$ cat config.mk
export PLATFORM = sky130hd
export DESIGN_NAME = enable_ctrl
export DESIGN_NICKNAME = d
export VERILOG_FILES = /design/src/rtl/enable_ctrl.sv
export SDC_FILE = /design/constraint.sdc
export NUM_CORES = 1
export LEC_CHECK = 0
export BUFFER_PORTS_ARGS = -buffer_cell sky130_fd_sc_hd__buf_2
export CAP_MARGIN = 20
export CORE_AREA = 2 2 39 41
export DETAILED_ROUTE_END_ITERATION = 10
export DIE_AREA = 0 0 41 43
export SLEW_MARGIN = 20
export SYNTH_ARGS = -nofsm -noshare
export SYNTH_HDL_FRONTEND = slang
export SYNTH_SLANG_ARGS = --single-unit
$ cat constraint.sdc
create_clock -name clk -period 1.5 [get_ports clk]
set_input_delay 0.3 -clock clk [delete_from_list [all_inputs] [get_ports clk]]
set_output_delay 0.3 -clock clk [all_outputs]
set_load 0.005 [all_outputs]
$ cat src/rtl/enable_ctrl.sv
// Run/idle control for the downstream enable counter: synchronizes and debounces
// the start/stop and clear buttons, and generates the prescaled enable strobe and clear pulse.
module enable_ctrl #(
  parameter int DEBOUNCE_CYCLES = 4,
  parameter int PRESCALE        = 1
) (
  input  logic clk,
  input  logic reset,
  input  logic btn_run,
  input  logic btn_clr,
  output logic enable,
  output logic clear,
  output logic running
);

  localparam int CW = $clog2(DEBOUNCE_CYCLES + 1);
  localparam int PW = (PRESCALE > 1) ? $clog2(PRESCALE) : 1;
  localparam logic [CW-1:0] CNT_LAST = CW'(DEBOUNCE_CYCLES - 1);
  localparam logic [PW-1:0] PS_LAST  = PW'(PRESCALE - 1);

  localparam logic [0:0] IDLE = 1'b0;
  localparam logic [0:0] RUN  = 1'b1;

  // Button index 0 is start/stop, index 1 is clear.
  logic [1:0]    btn;
  logic [1:0]    s1;
  logic [1:0]    s2;
  logic [1:0]    stable;
  logic [1:0]    stable_q;
  logic [CW-1:0] db_cnt [2];
  logic [1:0]    press;
  logic [0:0]    state;
  logic [PW-1:0] prescaler;
  logic          run_press;
  logic          clr_press;

  assign btn = {btn_clr, btn_run};

  // Two-flop synchronizer stage
  always_ff @(posedge clk or posedge reset) begin
    if (reset) begin
      s1 <= '0;
      s2 <= '0;
    end else begin
      s1 <= btn;
      s2 <= s1;
    end
  end

  // Debounce stage: stable follows s2 only after DEBOUNCE_CYCLES consecutive differing samples
  always_ff @(posedge clk or posedge reset) begin
    if (reset) begin
      stable   <= '0;
      stable_q <= '0;
      for (int i = 0; i < 2; i++) begin
        db_cnt[i] <= '0;
      end
    end else begin
      stable_q <= stable;
      for (int i = 0; i < 2; i++) begin
        if (s2[i] == stable[i]) begin
          db_cnt[i] <= '0;
        end else if (db_cnt[i] == CNT_LAST) begin
          stable[i] <= s2[i];
          db_cnt[i] <= '0;
        end else begin
          db_cnt[i] <= db_cnt[i] + 1'b1;
        end
      end
    end
  end

  assign press     = stable & ~stable_q;
  assign run_press = press[0];
  assign clr_press = press[1];

  // FSM and prescaler stage; clear takes priority over start/stop
  always_ff @(posedge clk or posedge reset) begin
    if (reset) begin
      state     <= IDLE;
      prescaler <= '0;
      clear     <= 1'b0;
    end else begin
      clear <= clr_press;
      if (clr_press) begin
        state     <= IDLE;
        prescaler <= '0;
      end else if (run_press) begin
        state     <= (state == IDLE) ? RUN : IDLE;
        prescaler <= '0;
      end else if (state == RUN) begin
        prescaler <= (prescaler == PS_LAST) ? '0 : prescaler + 1'b1;
      end else begin
        prescaler <= '0;
      end
    end
  end

  assign running = (state == RUN);
  assign enable  = (state == RUN) && (prescaler == PS_LAST);

endmodule

* After elaboration in Yosys (flattened, before gate mapping)
Cells that the tools add are included.
Storage, ports and cells: input bits 4, output and inout bits 3, register bits 17, word-level logic and storage cells 37
Operators by class: bitwise logic cells 5, reduce and logical (&&, ||, !) cells 4, add/subtract/negate cells 3, muxes and demuxes 11, equality and inequality tests 4
Operators by type and width (count):
- $mux 3 | 4
- $mux 1 | 7
- $add 3x1->3 const B | 2
- $eq 3x2->1 const B | 2
- $reduce_and 2->1 | 2
- $not 1->1 | 3
- $and 2x2->2 | 1
- $eq 1x1->1 | 2
- $not 2->2 | 1
- $reduce_bool 2->1 | 1
- $add 1x1->1 const B | 1
- $logic_and 1x1->1 | 1

* Longest topological paths before layout
Gate-level depths: netlist of run 1.
depth in word-level cells 5, depth in mapped cells 3, depth with buffers taken out 3

* Least setup slack after synthesis of run 1
Ideal clock, no wire load.
path kind reg2reg, start point reg db_cnt[3] in the netlist's numbering, end point reg stable[0], stages on the path, launching flop included 4, arrival time 993 ps, path buffers 0, path slack 381 ps, setup time 125 ps, data required time 1375 ps, clock period less this slack 1119 ps, path through dfrtp_1 -> ha_1 -> nor2b_4 -> mux2_4
On the way: word-level cells in the longest chain between the ends 2
RTL lines:
- from (decl) | RTL line 30 | logic [CW-1:0] db_cnt [2];
- from (signal, indexed assignment) | RTL line 67 | db_cnt[i] <= db_cnt[i] + 1'b1;
- $eq 3x2->1 | RTL line 63 | end else if (db_cnt[i] == CNT_LAST) begin
- $reduce_and 2->1 (no source line)
- to (signal, indexed assignment) | RTL line 64 | stable[i] <= s2[i];
- to (decl) | RTL line 28 | logic [1:0] stable;
Every way passes these cells. A chain may end at the register's enable or synchronous reset.

* Worst setup path in the final report of run 1
start point reg db_cnt[0] in the netlist's numbering, end point reg stable[1]
Same word-level chain as after synthesis.

==> flow_metrics.env, run 1 <==
export IMPL_ys_warn_count=0
export IMPL_period_share=0.796
export IMPL_hold_violations=0
export IMPL_rsz0062_at_grt="no"
export IMPL_globalplace_congestion=0.581
export IMPL_numPortBuffers=6
export IMPL_synth_top_area_cell="dfrtp_1"
export IMPL_final_util=0.477
export IMPL_cts_buffer_depth=2
export IMPL_p_leak_nw=0.317
export IMPL_critPathRequiredTime_ps=1660
export IMPL_setup_worst_path_class="flip-flop to flip-flop"
export IMPL_synth_cell_types=12
export IMPL_post_drt_wl_per_cell_um=13.2
export IMPL_antenna_found_initial=0
export IMPL_gr_usage_all_layers=0.114
export IMPL_clk_pin_slew_worst_paths_ps=80
export IMPL_maxSlewViolCount=0
export IMPL_cap_violations=0
export IMPL_via_per_inst=4.80
export IMPL_cts_buffers_inserted=3
export IMPL_cts_tree="yes"
export IMPL_die_area_um2=1760
export IMPL_drt_initial_drc_count=3
export IMPL_vdd_ir_drop_worst_mv=0.756
export IMPL_drtPass1Iterations=2
export IMPL_core_area_um2=1380
export IMPL_setup_tns_ps=0
export IMPL_post_cts_buffers=0
export IMPL_synth_top_area_share=0.672
export IMPL_cp_end_kind="flip-flop"
export IMPL_syn_area_um2=596
export IMPL_mostFrequentLayoutCells="dfrtp_1 (16), buf_2 (6), nor2b_1 (3), xnor2_1 (3), clkbuf_4 (3)"
export IMPL_status="complete, no violations"
export IMPL_initial_utilization=0.430
export IMPL_max_freq_mhz=837
export IMPL_clock_latency_ps=270
export IMPL_antennaDiodeCount=0
export IMPL_dp_hpwl_um=574
export IMPL_synth_cells=36
export IMPL_grt_max_degree=17
export IMPL_cts_max_level=1
export IMPL_areaGrowthSynthToFinish_pct=10.9
export IMPL_grt_pass1_vias=327
export IMPL_layout_commonest_cell="dfrtp_1"
export IMPL_finalWirelength_um=792
export IMPL_root_buffer="clkbuf_4"
export IMPL_drive_gt1_frac=0.386
export IMPL_fin_crit_ps=1190
export IMPL_maxSlewHeadroom=0.607
export IMPL_cts_resized=0
export IMPL_avgSynthCellArea_um2=16.5
export IMPL_fp_dieW_um=41
export IMPL_power_density_nw_per_um2=1790
export IMPL_grt_first_pass_wirelength_mm=1.30
export IMPL_synth_nets=42
export IMPL_vias=288
export IMPL_synth_area_leaders="dfrtp_1 (67%), mux2_4 (5.0%), nor2b_4 (4.6%)"
export IMPL_die_h_um=43
export IMPL_finClkSkew_ps=1.20
export IMPL_grt_ovfl_total=0
export IMPL_drc_errors=0
export IMPL_nets=52
export IMPL_num_rows=14
export IMPL_clkSinkCount=16
export IMPL_crit_arrival_ps=1360
export IMPL_seq_area_frac_synth=0.672
export IMPL_min_path_type="input port to async pin"
export IMPL_synth_seq_cells=16
export IMPL_ctsHoldBuffers=0
export IMPL_drtAntennaViolNets=0
export IMPL_critPathLaunchType="flip-flop"
export IMPL_worstMarginPinSlew_ps=590
export IMPL_crit_fanout=2
export IMPL_io_pins=7
export IMPL_finalSetupViolations=0
[Yosys cell counts]
cell	count
dfrtp_1	16
nor2b_1	3
xnor2_1	3
ha_1	2
mux2_4	2
nor2b_4	2
nor3_2	2
nor3b_2	2
and2b_1	1
buf_4	1
inv_1	1
nor2_1	1
[logic make-up after synthesis]
family                     Yosys count  synth area share
DFF                                 16             0.672
and+or+nand+nor                     11             0.172
xor gates and xnor gates             3            0.0441
buffers and inverters                2            0.0189
muxes                                2            0.0504
adders and majority gates            2            0.0420
[power breakdown]
part	total [W]	switching [W]	internal [W]	leakage [nW]
sequential	0.000641	0.0000817	0.000560	0.200
combinational	0.000327	0.000138	0.000190	0.104
clock	0.000212	0.000119	0.0000929	0.0138
total	0.00118	0.000338	0.000842	0.317
[worst max-delay path, stage by stage, from the launching register on]
cell     delay (ps)
dfrtp_1         390
ha_1            210
nor2b_4         180
mux2_4          300
[metal layers]
metal / GRT usage / part of all wire / vias up
met1: 0.129 / 0.46 / 146
met5: 0 / 0 / -
met2: 0.166 / 0.50 / 7
li1: - / - / 135
met4: 0.0600 / 0 / 0
met3: 0.0628 / 0.037 / 0
[final cells by class]
type,count,area (um2)
fillers,127,723
flip-flops and latches,16,400
multi-input cells,18,184
repair buffers,6,30.0
clock buffers,3,22.5
well taps,16,20.0
inverters,1,3.75
[through the flow]
step	cells	area, um2	hold slack, ps	setup slack, ps	total power (W)
detailed placement	57	638	337	323	0.000983
finish	60	661	75.5	306	0.00118
global placement	57	638	332	366	0.000943
CTS	60	661	91.4	312	0.00120
global route	60	661	108	278	0.00126
floorplan	36	596	214	381	0.000895
[worst paths after layout]
check                               startpoint                     to  slack [ps]  depth (start not counted)
max in group asynchronous                reset    db_cnt[2]$_DFF_PP0_        1040                          2
min                                      reset    running$_DFFE_PP0P_          80                          2
max                        db_cnt[0]$_DFF_PP0_  stable[1]$_DFFE_PP0P_         310                          3
min reg2reg                    s1[0]$_DFF_PP0_        s2[0]$_DFF_PP0_         360                          0
max reg2reg                db_cnt[0]$_DFF_PP0_  stable[1]$_DFFE_PP0P_         310                          3
min in group clk                       btn_run        s1[0]$_DFF_PP0_         130                          1
[registers in the layout, indices dropped and copies added (netlist names)]
name,cells
stable_q,2
clear,1
stable,2
running,1
s1,2
s2,2
db_cnt,6
Note: power is estimated with default switching activity, not from simulation.
==> run 2: changes to the inputs <==
Clock period 1.5 ns to 1.1 ns, I/O delays scaled along.
==> run 2 against run 1 <==
- the run now ends with setup timing left
- utilization increased by 6.5 points
- non-clock buffer count increased by 11
- total power increased by 48%
- via count increased by 9.4%
- largest power group unchanged
==> flow_metrics.env, run 2 (synthesis gave the netlist of run 1 again) <==
export IMPL_rsz0062_at_grt="yes"
export IMPL_max_freq_mhz=883
export IMPL_post_drt_wl_per_cell_um=12.4
export IMPL_clk_pin_slew_worst_paths_ps=80
export IMPL_io_pins=7
export IMPL_maxSlewHeadroom=0.772
export IMPL_clkSinkCount=16
export IMPL_status="complete, but fails checks"
export IMPL_fp_dieW_um=41
export IMPL_cap_violations=0
export IMPL_grtUsageMet3=0.0314
export IMPL_worstMarginPinSlew_ps=339
export IMPL_antenna_found_initial=0
export IMPL_cts_max_level=1
export IMPL_root_buffer="clkbuf_4"
export IMPL_core_area_um2=1380
export IMPL_hold_violations=0
export IMPL_drive_gt1_frac=0.527
export IMPL_maxSlewViolCount=0
export IMPL_preCtsSetupSlack_ps=-48.2
export IMPL_num_rows=14
export IMPL_p_clk_frac=0.161
export IMPL_nets=63
export IMPL_gr_usage_all_layers=0.133
export IMPL_critPathLaunchType="flip-flop"
export IMPL_final_util=0.542
export IMPL_fin_crit_ps=1130
export IMPL_regMostFlops="db_cnt"
export IMPL_pwr_share_seq=0.497
export IMPL_antennaDiodeCount=0
export IMPL_setup_worst_path_class="flip-flop to flip-flop"
export IMPL_grt_pass1_vias=348
export IMPL_crit_fanout=2
export IMPL_layout_commonest_cell="dfrtp_1"
export IMPL_grt_first_pass_wirelength_mm=1.51
export IMPL_cts_tree="yes"
export IMPL_pwr_share_comb=0.343
export IMPL_min_path_type="input port to flip-flop"
export IMPL_vdd_ir_drop_worst_mv=0.946
export IMPL_initial_utilization=0.430
export IMPL_die_area_um2=1760
export IMPL_clock_latency_ps=270
export IMPL_critPathRequiredTime_ps=1260
export IMPL_finClkSkew_ps=0.276
export IMPL_drt_initial_drc_count=1
export IMPL_drtPass1Iterations=2
export IMPL_cp_end_kind="flip-flop"
export IMPL_grt_max_degree=17
export IMPL_drc_errors=0
export IMPL_largest_reg_flops=6
export IMPL_layout_setup_ws_ps=-32.1
export IMPL_numPortBuffers=6
export IMPL_vias=315
export IMPL_p_leak_nw=0.369
export IMPL_finalSetupViolations=2
export IMPL_areaGrowthSynthToFinish_pct=26.1
export IMPL_power_density_nw_per_um2=2320
export IMPL_crit_chain="ha_2 -> nor2b_4 -> mux2_4"
export IMPL_finalWirelength_um=880
export IMPL_p_int_w=0.00127
export IMPL_grt_busiest_layer="met2"
export IMPL_dp_hpwl_um=628
export IMPL_grt_ovfl_total=0
export IMPL_critPathSlowestCell="dfrtp_1"
export IMPL_power_switching_w=0.000474
export IMPL_fin_total_pwr_w=0.00174
export IMPL_met2_usage=0.200
export IMPL_cts_buffer_depth=2
export IMPL_cts_resized=0
export IMPL_p_sw_frac=0.272
export IMPL_globalplace_congestion=0.644
export IMPL_crit_arrival_ps=1290
export IMPL_drtAntennaViolNets=0
export IMPL_grtUsageMet1=0.166
export IMPL_die_h_um=43
export IMPL_violations="setup timing"
export IMPL_period_share=1.03
export IMPL_cts_buffers_inserted=3
export IMPL_via_per_inst=4.44
export IMPL_critical_path_max_stage_delay_ps=370
export IMPL_mostFrequentLayoutCells="dfrtp_1 (16), buf_4 (10), buf_2 (6)"
[run 2: final timing paths]
kind	start	endpoint	slack, ps	cells after the start
setup / recovery	db_cnt[0]$_DFF_PP0_	stable[1]$_DFFE_PP0P_	-30	3
hold / removal	btn_clr	s1[1]$_DFF_PP0_	50	1
setup reg to reg	db_cnt[0]$_DFF_PP0_	stable[1]$_DFFE_PP0P_	-30	3
hold reg to reg	s1[1]$_DFF_PP0_	s2[1]$_DFF_PP0_	360	0
max in group asynchronous	reset	db_cnt[4]$_DFF_PP0_	430	4
min in group asynchronous	reset	stable[0]$_DFFE_PP0P_	500	4
[run 2: critical path, delay by kind of cell, from the launching register on]
family	cells	cell delay, ps
fa+ha+maj	1	190
flops	1	370
mux	1	310
simple gates	1	160
[run 2: layer usage]
metal	vias to the layer above	part of all wire	wire length (um)
met3	0	0.048	42
met5	-	0	0
met4	0	0	0
li1	152	-	-
met1	156	0.37	324
met2	7	0.58	513
[run 2: power groups by stage]
stage	logic, W	clock network, W	registers, W
after global placement	0.000481	0	0.000867
after detailed placement	0.000517	0	0.000881
final	0.000597	0.000280	0.000865
after floorplan	0.000361	0	0.000865
after global routing	0.000678	0.000328	0.000893
after CTS	0.000586	0.000298	0.000868
[run 2: through the flow]
stage          instance area, um2  setup TNS (ps)  hold WS, ps  std cells
2_1_floorplan                 601               0          134         36
3_5_place_dp                  673           -79.5          238         61
5_1_grt                       751            -155         25.0         71
3_3_place_gp                  673               0          222         61
4_1_cts                       743           -36.3         36.2         70
6_report                      751           -34.6         49.2         71
[run 2: layout make-up]
cell class,instances,area (um2)
fillers,119,633
multi-input cells,18,189
clock buffers,3,22.5
repair buffers,17,115
flip-flops and latches,16,400
well taps,16,20.0
inverters,1,3.75
[run 2: repair_timing]
action	CTS	global route
endpoints found under the hold margin	16	0
pin swaps	2	1
hold buffers	1	0
buffers inserted	5	1
setup endpoints to repair	2	3
==> run 3: changes to the inputs <==
--- a/config.mk
+++ b/config.mk
@@ -7,2 +7,3 @@
 export LEC_CHECK = 0
+export ABC_AREA = 1
 export BUFFER_PORTS_ARGS = -buffer_cell sky130_fd_sc_hd__buf_2
--- a/constraint.sdc
+++ b/constraint.sdc
@@ -3,2 +3,2 @@
 set_output_delay 0.22 -clock clk [all_outputs]
-set_load 0.005 [all_outputs]
+set_load 0.01 [all_outputs]
==> run 3 against run 2 <==
- the run now ends clean
- first-iteration DRC count shrank 100%
- synthesized area grew 1.7%
- hold slack gained 2.8 ps
- critical path depth shrank 2
- worst setup slack gained 85 ps
- register-to-register slack gained 190 ps
- utilization shrank 4.5 points
- via count grew 20%
- synthesized cell count grew 67%
- critical path type is now flip-flop to output pin
==> flow_metrics.env, run 3 <==
export IMPL_synth_area_leaders="dfrtp_1 (66%), nand2_1 (7.4%), inv_1 (6.8%)"
export IMPL_synth_top_area_cell="dfrtp_1"
export IMPL_antenna_found_initial=0
export IMPL_instances_no_fill=86
export IMPL_drc_errors=0
export IMPL_synth_top_area_share=0.661
export IMPL_async_flop_share=1.00
export IMPL_power_switching_w=0.000488
export IMPL_hold_end="s1[0]$_DFF_PP0_"
export IMPL_ff2ff_path_depth=3
export IMPL_critPathLaunchType="flip-flop"
export IMPL_fillers=139
export IMPL_maxSlewViolCount=0
export IMPL_cts_tree="yes"
export IMPL_regMostFlops="db_cnt"
export IMPL_grt_max_degree=17
export IMPL_crit_arrival_ps=830
export IMPL_gr_usage_all_layers=0.117
export IMPL_finalSetupViolations=0
export IMPL_cap_violations=0
export IMPL_cp_top_family="flip-flops"
export IMPL_clock_latency_ps=270
export IMPL_synth_nets=66
export IMPL_rsz0062_at_grt="yes"
export IMPL_p_clk_frac=0.179
export IMPL_syn_area_um2=606
export IMPL_setup_worst_path_class="flip-flop to output pin"
export IMPL_globalplace_congestion=0.682
export IMPL_pwr_share_seq=0.555
export IMPL_synth_seq_cells=16
export IMPL_design_area_um2=688
export IMPL_pwr_share_comb=0.266
export IMPL_vdd_ir_drop_worst_mv=1.23
export IMPL_numPortBuffers=6
export IMPL_placed_cell_area_um2=656
export IMPL_whs_path_depth=1
export IMPL_synth_most_common_cell="dfrtp_1"
export IMPL_r2r_slack_ps=160
export IMPL_ys_warn_count=0
export IMPL_clk_pin_slew_worst_paths_ps=80
export IMPL_finClkSkew_ps=6.02
export IMPL_largest_reg_flops=6
export IMPL_crit_chain="buf_2"
export IMPL_grt_pass1_vias=343
export IMPL_io_pins=7
export IMPL_max_freq_mhz=955
export IMPL_critPathSlowestCell="dfrtp_1"
export IMPL_regToRegStartpoint="db_cnt[0]$_DFF_PP0_"
export IMPL_drive_gt1_frac=0.229
export IMPL_hold_violations=0
export IMPL_holdCritStartpoint="btn_run"
export IMPL_post_drt_wl_per_cell_um=7.93
export IMPL_cts_max_level=1
export IMPL_clkSinkCount=16
export IMPL_dp_cells=82
export IMPL_grt_ovfl_total=0
export IMPL_crit_fanout=4
export IMPL_synth_common_cells="dfrtp_1 (16), nand2_1 (12), inv_1 (11)"
export IMPL_period_share=0.952
export IMPL_power_density_nw_per_um2=2250
export IMPL_drtAntennaViolNets=0
export IMPL_mostFrequentLayoutCells="dfrtp_1 (16), nand2_1 (12), inv_1 (11), nor2_1 (6), buf_2 (6)"
export IMPL_drtPass1Iterations=1
export IMPL_worstMarginPinSlew_ps=194
export IMPL_critPathRequiredTime_ps=880
export IMPL_cp_end_kind="output pin"
export IMPL_initial_utilization=0.438
export IMPL_maxSlewHeadroom=0.870
export IMPL_cts_buffers_inserted=3
export IMPL_layout_commonest_cell="dfrtp_1"
export IMPL_finalWirelength_um=682
export IMPL_via_per_inst=4.38
export IMPL_status="complete, no violations"
export IMPL_areaGrowthSynthToFinish_pct=13.6
export IMPL_synth_cell_types=15
export IMPL_synth_edf_count=0
export IMPL_ys_flop_type="dfrtp_1"
export IMPL_drt_initial_drc_count=0
export IMPL_p_int_w=0.00106
export IMPL_synth_cells=60
export IMPL_seq_area_frac_synth=0.661
export IMPL_cts_buffer_depth=2
export IMPL_die_area_um2=1760
export IMPL_dp_hpwl_um=529
export IMPL_r2r_end="db_cnt[2]$_DFF_PP0_"
export IMPL_grt_first_pass_wirelength_mm=1.26
export IMPL_core_area_um2=1380
export IMPL_num_rows=14
export IMPL_root_buffer="clkbuf_4"
export IMPL_vias=377
export IMPL_critical_path_max_stage_delay_ps=410
export IMPL_die_h_um=43
export IMPL_min_path_type="input port to flip-flop"
export IMPL_fp_dieW_um=41
export IMPL_p_sw_frac=0.316
export IMPL_cp_buffers_inverters=1
export IMPL_antennaDiodeCount=0
export IMPL_avgSynthCellArea_um2=10.1
export IMPL_fin_crit_ps=1050
export IMPL_p_leak_nw=0.383
export IMPL_nets=78
-- run 3: cells by family (layout without fill, tap and decap cells) --
| logic type | after synthesis | after routing | share of synthesized area |
|---|---|---|---|
| compound gates | 3 | 3 | 0.0248 |
| fa+ha+maj | 2 | 2 | 0.0413 |
| buf+inv | 15 | 25 | 0.101 |
| flops | 16 | 16 | 0.661 |
| simple gates | 24 | 24 | 0.171 |
-- run 3: per-layer routing --
layer	wire length, um	GRT usage	up-vias
met4	8	0.0600	0
met5	0	0	-
met2	316	0.178	10
met3	52	0.0942	2
li1	-	-	198
met1	305	0.105	167
-- run 3: layout make-up --
type	instances	area, um2	area share
Clock buffer	3	22.5	0.0327
Inverter	14	53.8	0.0782
Sequential cell	16	400	0.582
Timing Repair Buffer	8	47.5	0.0691
Multi-Input combinational cell	29	144	0.209
Tap cell	16	20.0	0.0291
-- run 3: power by group through the flow --
stage	sequential [W]	combinational, W	clock [W]
2_1_floorplan	0.000870	0.000319	0
3_3_place_gp	0.000860	0.000403	0
3_5_place_dp	0.000872	0.000423	0
4_1_cts	0.000860	0.000427	0.000293
5_1_grt	0.000883	0.000504	0.000332
6_report	0.000858	0.000411	0.000276
-- run 3: per-stage QoR --
| step | util | TNS, ps | power (W) | setup WS [ps] | hold WS, ps |
|---|---|---|---|---|---|
| after CTS | 0.497 | 0 | 0.00158 | 39.1 | 39.5 |
| final | 0.497 | 0 | 0.00155 | 53.0 | 52.0 |
| after floorplan | - | 0 | 0.00119 | 187 | 134 |
| after detailed placement | 0.474 | 0 | 0.00130 | 162 | 231 |
| after global placement | 0.474 | 0 | 0.00126 | 184 | 227 |
| after global routing | 0.497 | -34.7 | 0.00172 | -19.4 | 21.5 |
-- run 3: worst max path at each step --
stage	startpoint	endpoint	slack, ps	cells after the start
2_1_floorplan	db_cnt[3]$_DFF_PP0_	db_cnt[5]$_DFF_PP0_	190	3
5_1_grt	running$_DFFE_PP0P_	running	-20	1
6_report	running$_DFFE_PP0P_	enable	50	1
4_1_cts	running$_DFFE_PP0P_	running	40	1
3_3_place_gp	db_cnt[3]$_DFF_PP0_	db_cnt[5]$_DFF_PP0_	180	3
3_5_place_dp	db_cnt[0]$_DFF_PP0_	db_cnt[2]$_DFF_PP0_	160	3
-- run 3: what timing repair did --
item | 4_1_cts | 5_1_grt
buffers inserted | 0 | 0
setup endpoints to repair | 0 | 2
resized for setup | 0 | 0
endpoints found under the hold margin | 16 | 0
hold buffers | 1 | 0
